`src/rtl/mult_accum.sv`:
```
// mult_accum: accumulates LEN unsigned products into a saturating sum and hands
// the sum, product count and saturation flag downstream over valid/ready.
module mult_accum #(
    parameter int PROD_W = 4,
    parameter int ACC_W = 8,
    parameter int LEN = 4,
    localparam int CNT_W = $clog2(LEN + 1)
) (
    input  logic              clk,
    input  logic              rst,
    input  logic [PROD_W-1:0] prod_in,
    input  logic              prod_valid,
    output logic              prod_ready,
    input  logic              flush,
    output logic [ACC_W-1:0]  sum_out,
    output logic [CNT_W-1:0]  sum_cnt,
    output logic              sum_sat,
    output logic              sum_valid,
    input  logic              sum_ready
);
    typedef enum logic {ACC, HOLD} state_t;
    localparam logic [ACC_W-1:0] ACC_MAX = '1;
    state_t state, state_nxt;
    logic [ACC_W-1:0] acc, acc_nxt;
    logic [CNT_W-1:0] cnt, cnt_nxt;
    logic [ACC_W:0] sum_wide;
    logic sat_acc, sat_nxt, accept, close, drain;
    always_comb begin
        prod_ready = state == ACC && !rst;
        accept = prod_ready && prod_valid;
        sum_wide = {1'b0, acc} + (ACC_W + 1)'(prod_in);
        acc_nxt = !accept ? acc : sum_wide[ACC_W] ? ACC_MAX : sum_wide[ACC_W-1:0];
        cnt_nxt = accept ? cnt + 1'b1 : cnt;
        sat_nxt = sat_acc | (accept & sum_wide[ACC_W]);
        // flush only closes a burst that holds at least one product
        close = state == ACC && ((accept && cnt_nxt == CNT_W'(LEN)) || (flush && (cnt != '0 || accept)));
        drain = state == HOLD && sum_valid && sum_ready;
        state_nxt = close ? HOLD : drain ? ACC : state;
    end
    always_ff @(posedge clk) begin
        if (rst) state <= ACC;
        else state <= state_nxt;
    end
    always_ff @(posedge clk) begin
        if (rst) begin
            acc <= '0;
            cnt <= '0;
            sat_acc <= 1'b0;
            sum_out <= '0;
            sum_cnt <= '0;
            sum_sat <= 1'b0;
            sum_valid <= 1'b0;
        end else if (close) begin
            acc <= '0;
            cnt <= '0;
            sat_acc <= 1'b0;
            sum_out <= acc_nxt;
            sum_cnt <= cnt_nxt;
            sum_sat <= sat_nxt;
            sum_valid <= 1'b1;
        end else begin
            acc <= acc_nxt;
            cnt <= cnt_nxt;
            sat_acc <= sat_nxt;
            if (drain) sum_valid <= 1'b0;
        end
    end
endmodule

```
`config.mk`:
```
export PLATFORM = sky130hd
export DESIGN_NAME = mult_accum
export DESIGN_NICKNAME = d
export VERILOG_FILES = /design/src/rtl/mult_accum.sv
export SDC_FILE = /design/constraint.sdc
export NUM_CORES = 1
export LEC_CHECK = 0
export CORE_ASPECT_RATIO = 1.4
export CORE_MARGIN = 2
export CORE_UTILIZATION = 45
export DETAILED_ROUTE_END_ITERATION = 12
export PLACE_DENSITY_LB_ADDON = 0.08
export SLEW_MARGIN = 10
export SYNTH_ARGS = -nofsm -noshare
export SYNTH_HDL_FRONTEND = slang
export SYNTH_SLANG_ARGS = --single-unit
```
`constraint.sdc`:
```
create_clock -name clk -period 2.05 [get_ports clk]
set_input_delay 0.41 -clock clk [delete_from_list [all_inputs] [get_ports clk]]
set_output_delay 0.41 -clock clk [all_outputs]
set_load 0.01 [all_outputs]
```
# [Word level (Yosys, flattened, before mapping)]
# Cells that the tools add are included.
[word_totals] reg_bits=25 in_bits=9 output_inout_bits=14
[classes] addsub=2 eq_ne=1 n_mux=5 n_bitwise=3 n_reduce_logical=12
[op_table] op="$mux W8" n=2
[op_table] op="$add A8 B4 Y9" n=1
[op_table] op="$logic_and A1 B1 Y1" n=6
[op_table] op="$add A3 B1 Y3 const B" n=1
[op_table] op="$eq A3 B3 Y1 const B" n=1
[op_table] op="$mux W3" n=1
[op_table] op="$reduce_bool A3 Y1" n=1
[op_table] op="$logic_or A1 B1 Y1" n=2
[op_table] op="$mux W1" n=2
[op_table] op="$reduce_bool A2 Y1" n=1
[op_table] op="$reduce_or A2 Y1" n=1
[op_table] op="$and A1 B1 Y1" n=1
[op_table] op="$logic_not A1 Y1" n=1
[op_table] op="$not A1 Y1" n=1
[op_table] op="$or A1 B1 Y1" n=1

# [Longest topological paths before layout]
# Gate-level depths: netlist of the first run.
[logic_depth] word_depth=9 depth_mapped=7 mapped_depth_nobuf=6

# [Least setup slack after synthesis of the first run]
# OpenSTA, ideal clock, no wires.
[synth_path] path_type="input port to flip-flop" startpoint="input prod_in[0]" endpoint="register sum_out[3]" setup_ns=0.128 arrival_time_ns=1.737 setup_slack_ns=0.185 path_stages=6 path_buffers=0 path_cell_list="ha_1 -> fa_1 -> nand3_1 -> a211oi_1 -> a211oi_1 -> o32ai_1"
[synth_between] elab_chain_cells=3
[synth_lines] element="from (decl)" line="11" text="input logic [PROD_W-1:0] prod_in,"
[synth_lines] element="$add A8 B4 Y9" line="31" text="sum_wide = {1'b0, acc} + (ACC_W + 1)'(prod_in);"
[synth_lines] element="$mux W8 (2 in a row)" line="32" text="acc_nxt = !accept ? acc : sum_wide[ACC_W] ? ACC_MAX : sum_wide[ACC_W-1:0];"
[synth_lines] element="to (signal assigned)" line="57" text="sum_out <= acc_nxt;"
[synth_lines] element="to (decl)" line="15" text="output logic [ACC_W-1:0] sum_out,"
# Every way passes these cells.
# A chain may end at the register's enable or synchronous reset.

# [Worst setup path after layout of the first run]
[layout_path] startpoint="input prod_in[3]" endpoint="register sum_out[6]"
# The elaborated chain is that of the path after synthesis.

==> results of run 1 <==
-- worst paths after layout --
path / from / to / cells after the start
worst max register to register: acc[0] / sum_out[6] / 7
worst min-delay path: sum_out[7] / sum_out[7] / 2
worst min register to register: sum_out[7] / sum_out[7] / 2
worst max-delay path: prod_in[3] / sum_out[6] / 7
-- registers in the layout (all words and copies together), names as in the netlist --
signal and count:
sum_valid 1, sat_acc 1, sum_cnt 3, sum_sat 1, acc 8, cnt 3
sum_out 8
-- tightest hold or removal path: cells and delay by family, from the launching register on --
family / cells / cell delay [ps]
compound gates: 1 / 50
buf+inv: 1 / 50
flops: 1 / 330
-- cell usage after synthesis (2+ instances only) --
library cell / count / area share (%)
a211oi_1: 3 / 1.9
inv_1: 16 / 5.1
nand2_1: 5 / 1.6
xor2_1: 3 / 2.2
o22ai_1: 5 / 2.7
a21oi_1: 6 / 2.6
o32ai_1: 6 / 4.5
buf_2: 3 / 1.3
or3b_1: 2 / 1.5
nor3_1: 10 / 4.3
nand3_1: 2 / 0.85
ha_1: 6 / 6.4
nor2_1: 14 / 4.5
dfxtp_1: 25 / 43
nand2b_1: 2 / 1.1
mux2i_1: 2 / 1.7
o21bai_1: 3 / 1.9
-- power breakdown --
part           switching (mW)  internal (mW)
clock                   0.133         0.0758
combinational          0.0804         0.0869
sequential             0.0110          0.500
-- metal layers --
layer,share of wire (%),routed length (um),global-route usage [%],vias up
li1,-,-,-,529
met1,44,1080,24.4,478
met2,53,1320,31.0,13
met3,2.4,60,1.95,2
met4,0.84,21,7.29,0
met5,0,0,0,-
-- cell families (layout without fill, tap and decap cells) --
logic type | Yosys count | in the layout | synth area share [%]
flip-flops | 25 | 25 | 42.6
buffers and inverters | 20 | 58 | 7.36
AO/OA/AOI/OAI | 28 | 28 | 18.9
multiplexers | 2 | 2 | 1.71
adder cells (fa/ha/maj) | 7 | 7 | 8.10
XOR/XNOR | 4 | 4 | 2.99
AND/OR/NAND/NOR | 41 | 41 | 18.3
-- area by class of cell --
| type | instances | area share, % |
|---|---|---|
| Timing Repair Buffer | 38 | 22.4 |
| Tap cell | 34 | 2.67 |
| Sequential cell | 25 | 31.4 |
| Inverter | 16 | 3.77 |
| Clock buffer | 4 | 1.65 |
| Multi-Input combinational cell | 82 | 38.1 |
-- what timing repair did --
item / CTS / global route
pin swaps: 5 / 1
buffers inserted: 1 / 0
hold buffers: 0 / 0
resized for setup: 6 / 3
endpoints found under the setup margin: 2 / 3
==> key figures, run 1 <==
Placed design
  • Cell total after placement: 194
  • Gpl congestion: 0.753
  • Post-DP HPWL: roughly 1.9 mm
  • Placed Area: 0.00154 mm2
  • Placement Setup Slack: -351 ps
  • Buffers on Ports: 22

Routing
  • DRC Markers: 0
  • Antenna-violating nets left: 0
  • Final wirelength: 2.49 mm
  • Wire per inst: 12.5 um
  • Vias/cell: a little over 5
  • First-iteration detailed-routing DRC count: 21
  • Via Count: just over 1000
  • Pre-antenna DRT Iters: 4

Worst setup path
  • Crit path launch type: input port
  • Kind of cell adding the most delay to the critical path: buffers and inverters
  • Reg2reg setup slack: between 150 and 200 ps
  • Worst path max stage delay: 410 ps
  • Worst-path cell chain: clkdlybuf4s50_1, ha_1, nand3_2, buf_6, a2111oi_4, mux2i_2, o22ai_2
  • Req. time, crit path: 2250 ps
  • Crit path DAT: roughly 2200 ps
  • Worst Setup End Kind: register
  • CP max stage cell: clkdlybuf4s50_1
  • WP buf/inv: 2
  • Crit Path Max Fanout: 4
  • Kind of critical path: input port to register

Timing
  • Pins Over Slew Limit: 0
  • Crit share post-route: 96.1%
  • Final Hold Viols: 0
  • Slew margin rel.: 80.4%
  • Fmax: 508 MHz
  • Worst Skew: 5.48 ps
  • Setup_tns: 0 ps
  • Final worst slack: about 80 ps
  • Worst-Margin Slew: 294 ps
  • Final setup violation count: 0
  • Fin crit period: 1970 ps
  • Min Hold Slack: 466 ps

Final layout
  • Highest-count cells in the layout ignoring fill and taps: 25 x dfxtp_1, 19 x clkdlybuf4s50_1, 16 x inv_1
  • Final instance count without filler cells: between 150 and 200
  • Layout Nets: 182
  • Layout cells sized above 1: 17.6%
  • Commonest non-fill, non-tap cell in the layout: dfxtp_1
  • Layout Area Growth over Synthesis: 35.6%
  • FF+latch area: roughly 500 um2
  • Fin util: between 60% and 70%
  • Ant diodes: 0
  • Finished Cell Area: roughly 0.0016 mm2
  • Layout fillers: roughly 230
  • Multi-input logic area: 606 um2

CTS
  • Skew-Pair Late Insertion Delay: 300 ps
  • Max clock buf depth: 2
  • H-tree lvl count: 1
  • Clock transition at path regs: about 120 ps
  • CTS tree: done
  • Root buf cell: clkbuf_4
  • TritonCTS Sinks: 25
  • Num CTS Buffers: 3

Floorplan
  • Die height: between 60 and 70 um
  • Die X: between 40 and 50 um
  • Starting Density: between 40% and 50%
  • Ports: 23
  • CORE AREA: 0.00244 mm2
  • Die Area: 0.00304 mm2
  • Cell row count: 21

Worst hold path
  • Hold Crit Class: register to register

Global route
  • Vias in the first global route: 1035
  • Largest net degree at the start of global routing: 15
  • Grt total ovfl: 0
  • Global Route Usage Sum: a little under a fifth
  • First-pass GRT wire length: 4.31 mm
  • Initial antenna violation count: 0

Logic synthesis
  • Most used DFF post-synth: dfxtp_1
  • Mapped Area: 0.00117 mm2
  • EDFF count, synth: 0
  • Synth Instances: 127
  • Sequential fraction of the synthesis area: 42.6%
  • Ys Warns: 0
  • Post-synthesis register bit count: 25
  • Yosys cell types: 31
  • Async SR Flop Fraction: 0%
  • Syn avg cell area: 9.24 um2
  • Post-synth net total: 143

Power
  • LEAKAGE: 0.585 nW
  • VDD IR-drop max: roughly 0.42 mV
  • Design Power: 0.888 mW
  • Power density cells: 558 mW/mm2

Run status
  • Status: finished, final reports clean

Run
  • Max cap viols: 0
Note: power is estimated with default switching activity, not from simulation.
==> inputs of run 2 (changes only) <==
--- a/config.mk
+++ b/config.mk
@@ -7,7 +7,7 @@
 export LEC_CHECK = 0
 export CORE_ASPECT_RATIO = 1.4
 export CORE_MARGIN = 2
-export CORE_UTILIZATION = 45
+export CORE_UTILIZATION = 38
 export DETAILED_ROUTE_END_ITERATION = 12
 export PLACE_DENSITY_LB_ADDON = 0.08
 export SLEW_MARGIN = 10
==> constraint.sdc (replaced) <==
create_clock -name clk -period 1.7 [get_ports clk]
set_input_delay 0.34 -clock clk [delete_from_list [all_inputs] [get_ports clk]]
set_output_delay 0.34 -clock clk [all_outputs]
set_load 0.01 [all_outputs]
==> key figures, run 2 (synthesized netlist as in run 1, its figures left out) <==
Run status
  • Status: finished with violations
  • Violated checks: setup timing

Timing
  • Fmax: roughly 580 MHz
  • Final worst slack: -9.93 ps
  • Worst Skew: 3.99 ps
  • RSZ-0062 raised after global routing: yes
  • Final setup violation count: 1
  • Pins Over Slew Limit: 0
  • Crit share post-route: 101%
  • Min Hold Slack: 457 ps
  • Worst-Margin Slew: 405 ps
  • Final Hold Viols: 0
  • Fin crit period: 1710 ps
  • Slew margin rel.: 72.9%

CTS
  • Skew-Pair Late Insertion Delay: 260 ps
  • Max clock buf depth: 2
  • CTS tree: done
  • Root buf cell: clkbuf_8
  • TritonCTS Sinks: 25
  • H-tree lvl count: 1
  • Clock transition at path regs: 80 ps
  • # hold bufs at CTS: 0
  • Num CTS Buffers: 3

Floorplan
  • Die Area: approximately 0.0036 mm2
  • Die X: 51.0 um
  • Die height: 69.8 um
  • Cell row count: 23
  • Starting Density: between 40% and 50%
  • Ports: 23
  • CORE AREA: 0.00291 mm2

Worst setup path
  • Worst Setup End Kind: register
  • Crit path launch type: register
  • CP max stage cell: dfxtp_2
  • Worst path max stage delay: 350 ps
  • Reg2reg setup slack: -10 ps
  • Kind of critical path: register to register
  • RR Endpoint: sum_out[5]
  • Kind of cell adding the most delay to the critical path: compound AO/OA/AOI/OAI gates
  • WP buf/inv: 1
  • Crit Path Max Fanout: 3
  • Critical path depth: 6
  • Reg2Reg Depth: 6
  • Req. time, crit path: 1880 ps
  • Crit. Startpoint: acc[1]
  • Worst setup path end: sum_out[5]
  • Worst-path cell chain: ha_1, a211oi_2, buf_4, o21bai_1, a21oi_1, o32ai_2
  • R2R Path Start: acc[1]
  • Crit path DAT: 1890 ps

Routing
  • Final wirelength: 3.09 mm
  • Antenna-violating nets left: 0
  • Via Count: 1070
  • First-iteration detailed-routing DRC count: 23
  • DRC Markers: 0
  • Pre-antenna DRT Iters: 4
  • Vias/cell: 5.10
  • Wire per inst: 14.7 um

Final layout
  • Layout Nets: 190
  • Final instance count without filler cells: between 200 and 250
  • Layout Area Growth over Synthesis: 64.2%
  • Ant diodes: 0
  • Regs by FF count: acc x8, sum_out x8
  • Fin util: 66.3%
  • Commonest non-fill, non-tap cell in the layout: dfxtp_1
  • Layout cells sized above 1: 41.0%
  • Highest-count cells in the layout ignoring fill and taps: 20 x dfxtp_1, 17 x buf_4, 15 x inv_1, 15 x clkdlybuf4s50_1, 14 x nor2_1
  • Finished Cell Area: around 0.0019 mm2

Global route
  • Initial antenna violation count: 0
  • Vias in the first global route: 1016
  • Largest net degree at the start of global routing: 14
  • First-pass GRT wire length: ~4.5 mm
  • Grt total ovfl: 0
  • Global Route Usage Sum: about 16%

Power
  • Design Power: 1.26 mW
  • VDD IR-drop max: 0.540 mV
  • Power density cells: 652 mW/mm2
  • Comb power frac: 23.3%
  • Switching Fraction: a little over a quarter
  • Clock Power Share: 27.5%
  • NetSw: 0.335 mW
  • LEAKAGE: a little under 0.7 nW
  • P_int: 0.921 mW
  • Flop pwr share: 49.2%

Run
  • Max cap viols: 0

Worst hold path
  • Worst hold path cell count: 2
  • Hold Crit Class: register to register

Placed design
  • Placed Area: between 0.0015 and 0.002 mm2
  • Cell total after placement: 200
  • Gpl congestion: 0.769
  • Post-DP HPWL: 1.89 mm
  • Buffers on Ports: 22
[run 2: cell count changes in the layout (fill, tap and decap cells not counted), sizes merged]
cell / delta
clkdlybuf4s50: -4
clkbuf: +1
buf: +7
dlygate4sd2: +4
[run 2: how the worst min path moves through the flow]
stage	slack, ps	endpoint	startpoint
2_1_floorplan	420	sat_acc	sat_acc
3_3_place_gp	440	sat_acc	sat_acc
3_5_place_dp	450	sum_out[1]	sum_out[1]
4_1_cts	460	sum_out[1]	sum_out[1]
5_1_grt	480	sat_acc	sat_acc
6_report	460	sum_out[1]	sum_out[1]
[run 2: cell type report]
cell class / instances / area, um2
tap: 37 / 46.3
inverter: 16 / 60.1
sequential: 25 / 507
clock buffer: 4 / 45.0
fill: 239 / 980
timing repair buffer: 46 / 422
multi-input combinational: 82 / 847
[run 2: what timing repair did]
action,4_1_cts,5_1_grt
cloned,1,0
hold endpoints to repair,0,0
pin swaps,16,9
gates resized for setup,30,33
setup buffers,1,4
setup endpoints to repair,19,24
[run 2: stage by stage]
stage               setup TNS, ps  worst slack, ps
floorplan                       0             18.4
global placement           -10630             -616
detailed placement         -10980             -639
CTS                         -2.99            -2.99
global route                 -444             -119
finish                      -9.93            -9.93
[run 2: power by group through the flow]
stage                     sequential (mW)  clock [mW]  combinational (mW)
after CTS                           0.618       0.361               0.239
after floorplan                     0.632           0               0.103
after detailed placement            0.628           0               0.208
final                               0.617       0.345               0.293
after global placement              0.628           0               0.205
after global routing                0.620       0.382               0.315
[run 2: worst register-to-register path, cell delays in order (launching register included)]
cell	delay [ps]
dfxtp_2	350
ha_1	290
a211oi_2	60
buf_4	140
o21bai_1	350
a21oi_1	180
o32ai_2	260
[run 2: routing by layer]
| metal | wire [um] | vias to the layer above | GRT usage [%] |
|---|---|---|---|
| li1 | - | 542 | - |
| met1 | 1310 | 505 | 21.8 |
| met2 | 1660 | 19 | 26.3 |
| met3 | 78 | 4 | 3.02 |
| met4 | 37 | 0 | 6.31 |
| met5 | 0 | - | 0 |
==> patch 1: new RTL, flow settings as in run 2 <==
Set the parameter `ACC_W` to 10 (it was 8).
--- a/src/rtl/mult_accum.sv
+++ b/src/rtl/mult_accum.sv
@@ -2,7 +2,7 @@
 // the sum, product count and saturation flag downstream over valid/ready.
 module mult_accum #(
     parameter int PROD_W = 4,
-    parameter int ACC_W = 8,
+    parameter int ACC_W = 10,
     parameter int LEN = 4,
     localparam int CNT_W = $clog2(LEN + 1)
 ) (
Ports: changed (resized sum_out); port bits go from 23 to 25. The function was not compared with the original's and may differ.
==> patch 1 against run 2 <==
  * Area after synthesis grew 13%
  * Setup slack gained 0.071 ns
  * Sequential cell count grew 4
  * Wire length grew 1.3%
  * Die area grew 12%
  * Clock skew grew 0.00095 ns
  * Critical path depth grew 3
  * Maximum frequency grew 4.3%
  * Combinational power grew 7.8%
  * Power grew 26%
  * Final area grew 5.3%
  * Clock power grew 59%
  * Final cell count grew 10%
==> patch 1: results (changes against run 2) <==
Worst setup path
  – FF-to-FF Start: acc[0] (was acc[1])
  – Critical R2R Capture: sum_out[6] (was sum_out[5])
  – Worst path arrival time: 1.80 ns (was 1.89 ns)
  – Max Fanout on Critical Path: 3 (unchanged)
  – R2R cell count: 8 (was 6)
  – Reg2reg setup slack: 0.07 ns (was -0.01 ns)

Worst hold path
  – Hold depth: 1 (was 2)
  – Hold path start: sum_out[9] (was sum_out[1])
  – Hold endpoint: sum_out[9] (was sum_out[1])

Drt
  – Post-Route WL: 3127 um (was 3087 um)
  – Vias per std cell: 5.156 (was 5.095)
  – 1st-iter DRT viols: 15 (was 23)

GRT
  – First-pass GRT wire length: 5195 um (was 4519 um)
  – Vias in the first global route: 1206 (was 1016)
  – Overall routing resource usage: 18.30% (was 16.50%)
  – Largest net degree at the start of global routing: 15 (was 14)
  – Initial antenna violation count: 0 (unchanged)

Pwr
  – Switch Pwr: 390.9 uW (was 335.2 uW)
  – Sequential power share: 45.5% (was 49.2%)
  – Worst vdd ir: 0.7151 mV (was 0.5399 mV)
  – Clk network pwr share: 34.5% (was 27.5%)
  – Static leakage: 0.7730 nW (was 0.6845 nW)
  – P_comb: 316 uW (was 293 uW)

Placement
  – Dpl cell area: 1745 sq um (was 1559 sq um)
  – Post-DP HPWL: 2117 um (was 1886 um)
  – GPL Wtd Cong: 0.7746 (was 0.7692)
  – Buffers on Ports: 24 (was 22)

Layout
  – Regs by FF count: acc (10), sum_out (10) (was acc (8), sum_out (8))
  – Fillers: 300 (was 239)
  – # diodes: 0 (unchanged)
  – Layout cell share with drive strength beyond 1: 32.46% (was 41.04%)
  – Fin nets: 207 (was 190)

STA
  – Worst hold slack: 0.4652 ns (was 0.4572 ns)
  – Worst Skew: 0.004934 ns (was 0.003987 ns)
  – Worst-Margin Slew: 0.2747 ns (was 0.4053 ns)

Logic synthesis
  – Synth top area cells: dfxtp_1 (44%), o2bb2ai_1 (8.6%), nor2_1 (6.3%) (was dfxtp_1 (43%), ha_1 (6.4%), inv_1 (5.1%))
  – Synth Area in Adders: 7.197% (was 8.102%)
  – Ys async rst share: 0% (unchanged)
  – Post-synthesis xor/xnor area fraction: 3.314% (was 2.985%)
  – Commonest cells in the netlist: dfxtp_1 (29), nor2_1 (22), o2bb2ai_1 (13) (was dfxtp_1 (25), inv_1 (16), nor2_1 (14))
  – Mux cell area share after synthesis: 3.030% (was 1.706%)
  – Post-synthesis compound-gate area fraction: 21.12% (was 18.87%)
  – Syn nets: 154 (was 143)
  – Netlist cell types: 34 (was 31)
  – Sequential-to-total area share from yosys stat: 43.94% (was 42.64%)

Clock tree
  – CTS Buffer Depth: 2 (unchanged)
  – CTS clk-pin slew, worst paths: 0.06 ns (was 0.08 ns)
  – Max H-tree Level: 2 (was 1)
  – CTS buffer count: 5 (was 3)

Run status
  – Status: completed (was finished with violations)
-- patch 1: cell types whose count changed after synthesis, moves of 3 or more --
| cell | before | now |
|---|---|---|
| dfxtp_1 | 25 | 29 |
| inv_1 | 16 | 5 |
| nand2_1 | 5 | 9 |
| o2bb2ai_1 | 0 | 13 |
| nor3_1 | 10 | 2 |
| o22ai_1 | 5 | 2 |
| nor2_1 | 14 | 22 |
| nand4b_1 | 0 | 3 |
| o32ai_1 | 6 | 0 |
-- patch 1: timing repair --
item,4_1_cts,5_1_grt
setup buffers,5,1
hold buffers,0,0
resized for setup,27,11
endpoints found under the setup margin,27,14
pin swaps,12,4
-- patch 1: layout make-up --
type | instances | area [sq um] | area share (%)
Multi-Input combinational cell | 100 | 825.8 | 40.72
Tap cell | 40 | 50.05 | 2.468
Sequential cell | 29 | 586.8 | 28.93
Inverter | 5 | 18.77 | 0.9254
Timing Repair Buffer | 50 | 460.4 | 22.70
Clock buffer | 7 | 86.33 | 4.257
-- patch 1: cell families after synthesis --
kind of cell / after synthesis
AO/OA/AOI/OAI: 38
XOR/XNOR: 5
adder cells (fa/ha/maj): 7
buffers and inverters: 9
flip-flops: 29
multiplexers: 4
AND/OR/NAND/NOR: 46
-- patch 1: critical path, stage by stage --
cell             delay (ns)
clkdlybuf4s15_1        0.22
buf_4                  0.17
fa_2                   0.40
nand3_2                0.08
and2_4                 0.16
buf_6                  0.11
nor2_2                 0.04
mux2i_1                0.18
o2bb2ai_1              0.10
-- patch 1: how the worst max path moves through the flow --
stage	startpoint	end	slack, ns	cells past startpoint
2_1_floorplan	prod_in[0]	sum_out[4]	0.02	7
3_3_place_gp	prod_in[0]	sum_out[8]	-0.59	9
3_5_place_dp	prod_in[0]	sum_out[8]	-0.63	9
4_1_cts	acc[0]	sum_out[8]	0.02	8
5_1_grt	prod_in[0]	sum_out[6]	0.0005	9
6_report	prod_in[1]	sum_out[6]	0.06	9
-- patch 1: routing by layer --
| layer | up-vias | wire [um] | part of all wire, % | track usage (%) |
|---|---|---|---|---|
| li1 | 600 | - | - | - |
| met1 | 563 | 1304 | 42 | 20.00 |
| met2 | 24 | 1662 | 53 | 31.30 |
| met3 | 4 | 110 | 3.5 | 4.878 |
| met4 | 0 | 49 | 1.6 | 9.402 |
| met5 | - | 0 | 0 | 0 |
-- patch 1: stage by stage --
step / std cells / worst slack (ns)
6_report: 231 / 0.06061
5_1_grt: 231 / 0.0004607
4_1_cts: 230 / 0.01950
3_5_place_dp: 218 / -0.6268
3_3_place_gp: 218 / -0.5858
2_1_floorplan: 138 / 0.02499
==> patch 2: new RTL, config.mk and constraints of run 2 <==
Without the edit above. Make the reset (`rst`) asynchronous in 2 clocked blocks.
--- a/src/rtl/mult_accum.sv
+++ b/src/rtl/mult_accum.sv
@@ -37,11 +37,11 @@
         drain = state == HOLD && sum_valid && sum_ready;
         state_nxt = close ? HOLD : drain ? ACC : state;
     end
-    always_ff @(posedge clk) begin
+    always_ff @(posedge clk or posedge rst) begin
         if (rst) state <= ACC;
         else state <= state_nxt;
     end
-    always_ff @(posedge clk) begin
+    always_ff @(posedge clk or posedge rst) begin
         if (rst) begin
             acc <= '0;
             cnt <= '0;
Function: differs if rst is asserted again (counterexample within 4 cycles, from zero or initial values and one cycle with rst high); with rst held inactive, the same outputs for 10 cycles.
==> patch 2 against run 2 <==
  * The flow still finishes with violations (setup timing)
  * Wire length increased by 16%
  * Sequential cell count unchanged
  * Area after synthesis grew 15%
  * Setup slack got worse by 0.20 ns
  * Count of clock-buffer cells in the layout fell by 1
  * Non-clock buffer count increased by 6
  * Final area is 6.1% higher
  * Sequential share of layout area is 4.3 points higher
  * Critical path type unchanged
  * Highest routed layer unchanged
Power is not compared: it rests on default switching activity, and its combinational part moved more than twofold at a synthesized area within 25%.
==> patch 2: results (changes against run 2) <==
Worst setup path
  – Reg2reg setup slack: -0.21 ns (was -0.01 ns)
  – Worst path arrival time: 2.05 ns (was 1.89 ns)
  – Max Fanout on Critical Path: 4 (was 3)
  – Slowest stage delay, CP: 0.40 ns (was 0.35 ns)
  – Slowest-stage cell, CP: dfrtp_1 (was dfxtp_2)

Clock tree
  – CTS clk-pin slew, worst paths: about 0.090 ns
  – Max H-tree Level: 1 (unchanged)
  – CTS root buffer: clkbuf_8 (unchanged)
  – CTS buffer count: 3 (unchanged)

GRT
  – Overall routing resource usage: 20.53% (was 16.50%)
  – GRT overflow: 0 (unchanged)
  – Vias in the first global route: 1355 (was 1016)
  – First-pass GRT wire length: 6134 um (was 4519 um)
  – Largest net degree at the start of global routing: 26 (was 14)

Drt
  – Vias: 1224 (was 1070)
  – 1st-iter DRT viols: 13 (was 23)
  – Drt wl/cell: 16.11 um (was 14.70 um)
  – DRC: 0 (unchanged)
  – Vias per std cell: 5.514 (was 5.095)
  – Pre-Repair DR Iteration Count: 4 (unchanged)

Placement
  – GPL Wtd Cong: 0.7724 (was 0.7692)
  – Post-DP HPWL: 2472 um (was 1886 um)
  – Cells after DPL: 210 (was 200)
  – Dpl cell area: 1777 sq um (was 1559 sq um)
  – DP Worst Slack: -0.6357 ns (was -0.6388 ns)

Logic synthesis
  – Yosys Warn Count: 0 (unchanged)
  – Synth Flop Type: dfrtp_1 (was dfxtp_1)
  – Synth top area cells: dfrtp_1 (46%), o31ai_1 (7.8%), ha_1 (5.6%) (was dfxtp_1 (43%), ha_1 (6.4%), inv_1 (5.1%))
  – Ys async rst share: 100.0% (was 0%)
  – Synth Instances: 132 (was 127)
  – Commonest cells in the netlist: dfrtp_1 (25), o31ai_1 (14), nor2_1 (10), nor3_1 (10), inv_1 (9) (was dfxtp_1 (25), inv_1 (16), nor2_1 (14))
  – Syn nets: 148 (was 143)
  – Sequential-to-total area share from yosys stat: 46.34% (was 42.64%)
  – Netlist cell types: 37 (was 31)

Layout
  – Layout cell share with drive strength beyond 1: 38.46% (was 41.04%)
  – Fin nets: 199 (was 190)

STA
  – Finish-stage setup viols: 22 (was 1)
  – Setup_tns: -2.819 ns (was -0.009929 ns)
  – Worst slew margin: 73.69% (was 72.92%)
  – Worst Skew: 0.003731 ns (was 0.003987 ns)
  – Setup WS post-layout: -0.2080 ns (was -0.009929 ns)

Worst hold path
  – Hold Crit Class: in -> async (was reg -> reg)

Pwr
  – Total Power: 3.367 mW
  – Seq. pwr: approximately 1.0 mW

Run status
  – Violated checks: setup timing (unchanged)
  – Status: finished with violations (unchanged)
## patch 2: repair_timing
action,CTS,global route
endpoints found under the setup margin,27,25
setup buffers,7,0
resized for setup,30,10
pin swaps,15,5
gates cloned,1,0
## patch 2: per-stage QoR
step	hold slack [ns]	util, %
after floorplan	0.3673	-
after global placement	0.4830	52.59
after detailed placement	0.4760	52.59
after CTS	0.4218	59.11
after global routing	0.4769	60.52
final	0.4082	60.52
## patch 2: path summary, 6_finish.rpt
path,endpoint,from,cells after the start
min in group clk,sum_cnt[0],sum_cnt[0],1
setup / recovery,sum_out[1],acc[0],7
setup reg to reg,sum_out[1],acc[0],7
hold reg to reg,sum_cnt[0],sum_cnt[0],1
hold / removal,sum_valid,rst,4
max in group asynchronous,acc[3],rst,4
## patch 2: cell families after synthesis
family                   after synthesis  synth area share (%)
AO/OA/AOI/OAI                         37                 19.28
XOR/XNOR                               4                 2.595
adder cells (fa/ha/maj)                7                 7.043
buffers and inverters                 16                 5.746
flip-flops                            25                 46.34
multiplexers                           2                 1.576
AND/OR/NAND/NOR                       41                 17.42
## patch 2: area by class of cell
class,count,area [sq um]
Fill cell,290,1334
Multi-Input combinational cell,92,837.1
Sequential cell,25,625.6
Timing Repair Buffer,52,451.7
Tap cell,40,50.05
Clock buffer,3,41.29
Inverter,9,33.78
Clock inverter,1,5.005
## patch 2: critical path, delay by kind of cell, from the launching register on
kind                       cells  cell delay, ns
adders and majority gates      2            0.56
AOI/OAI and AO/OA              2            0.42
DFF                            1            0.40
and+or+nand+nor                2            0.24
buffers and inverters          1            0.18
## patch 2: metal layers
layer / up-vias / GRT usage [%] / wire [um]
li1: 586 / - / -
met1: 612 / 25.32 / 1503
met2: 20 / 35.48 / 1917
met3: 6 / 3.012 / 97
met4: 0 / 7.500 / 59
met5: - / 0 / 0
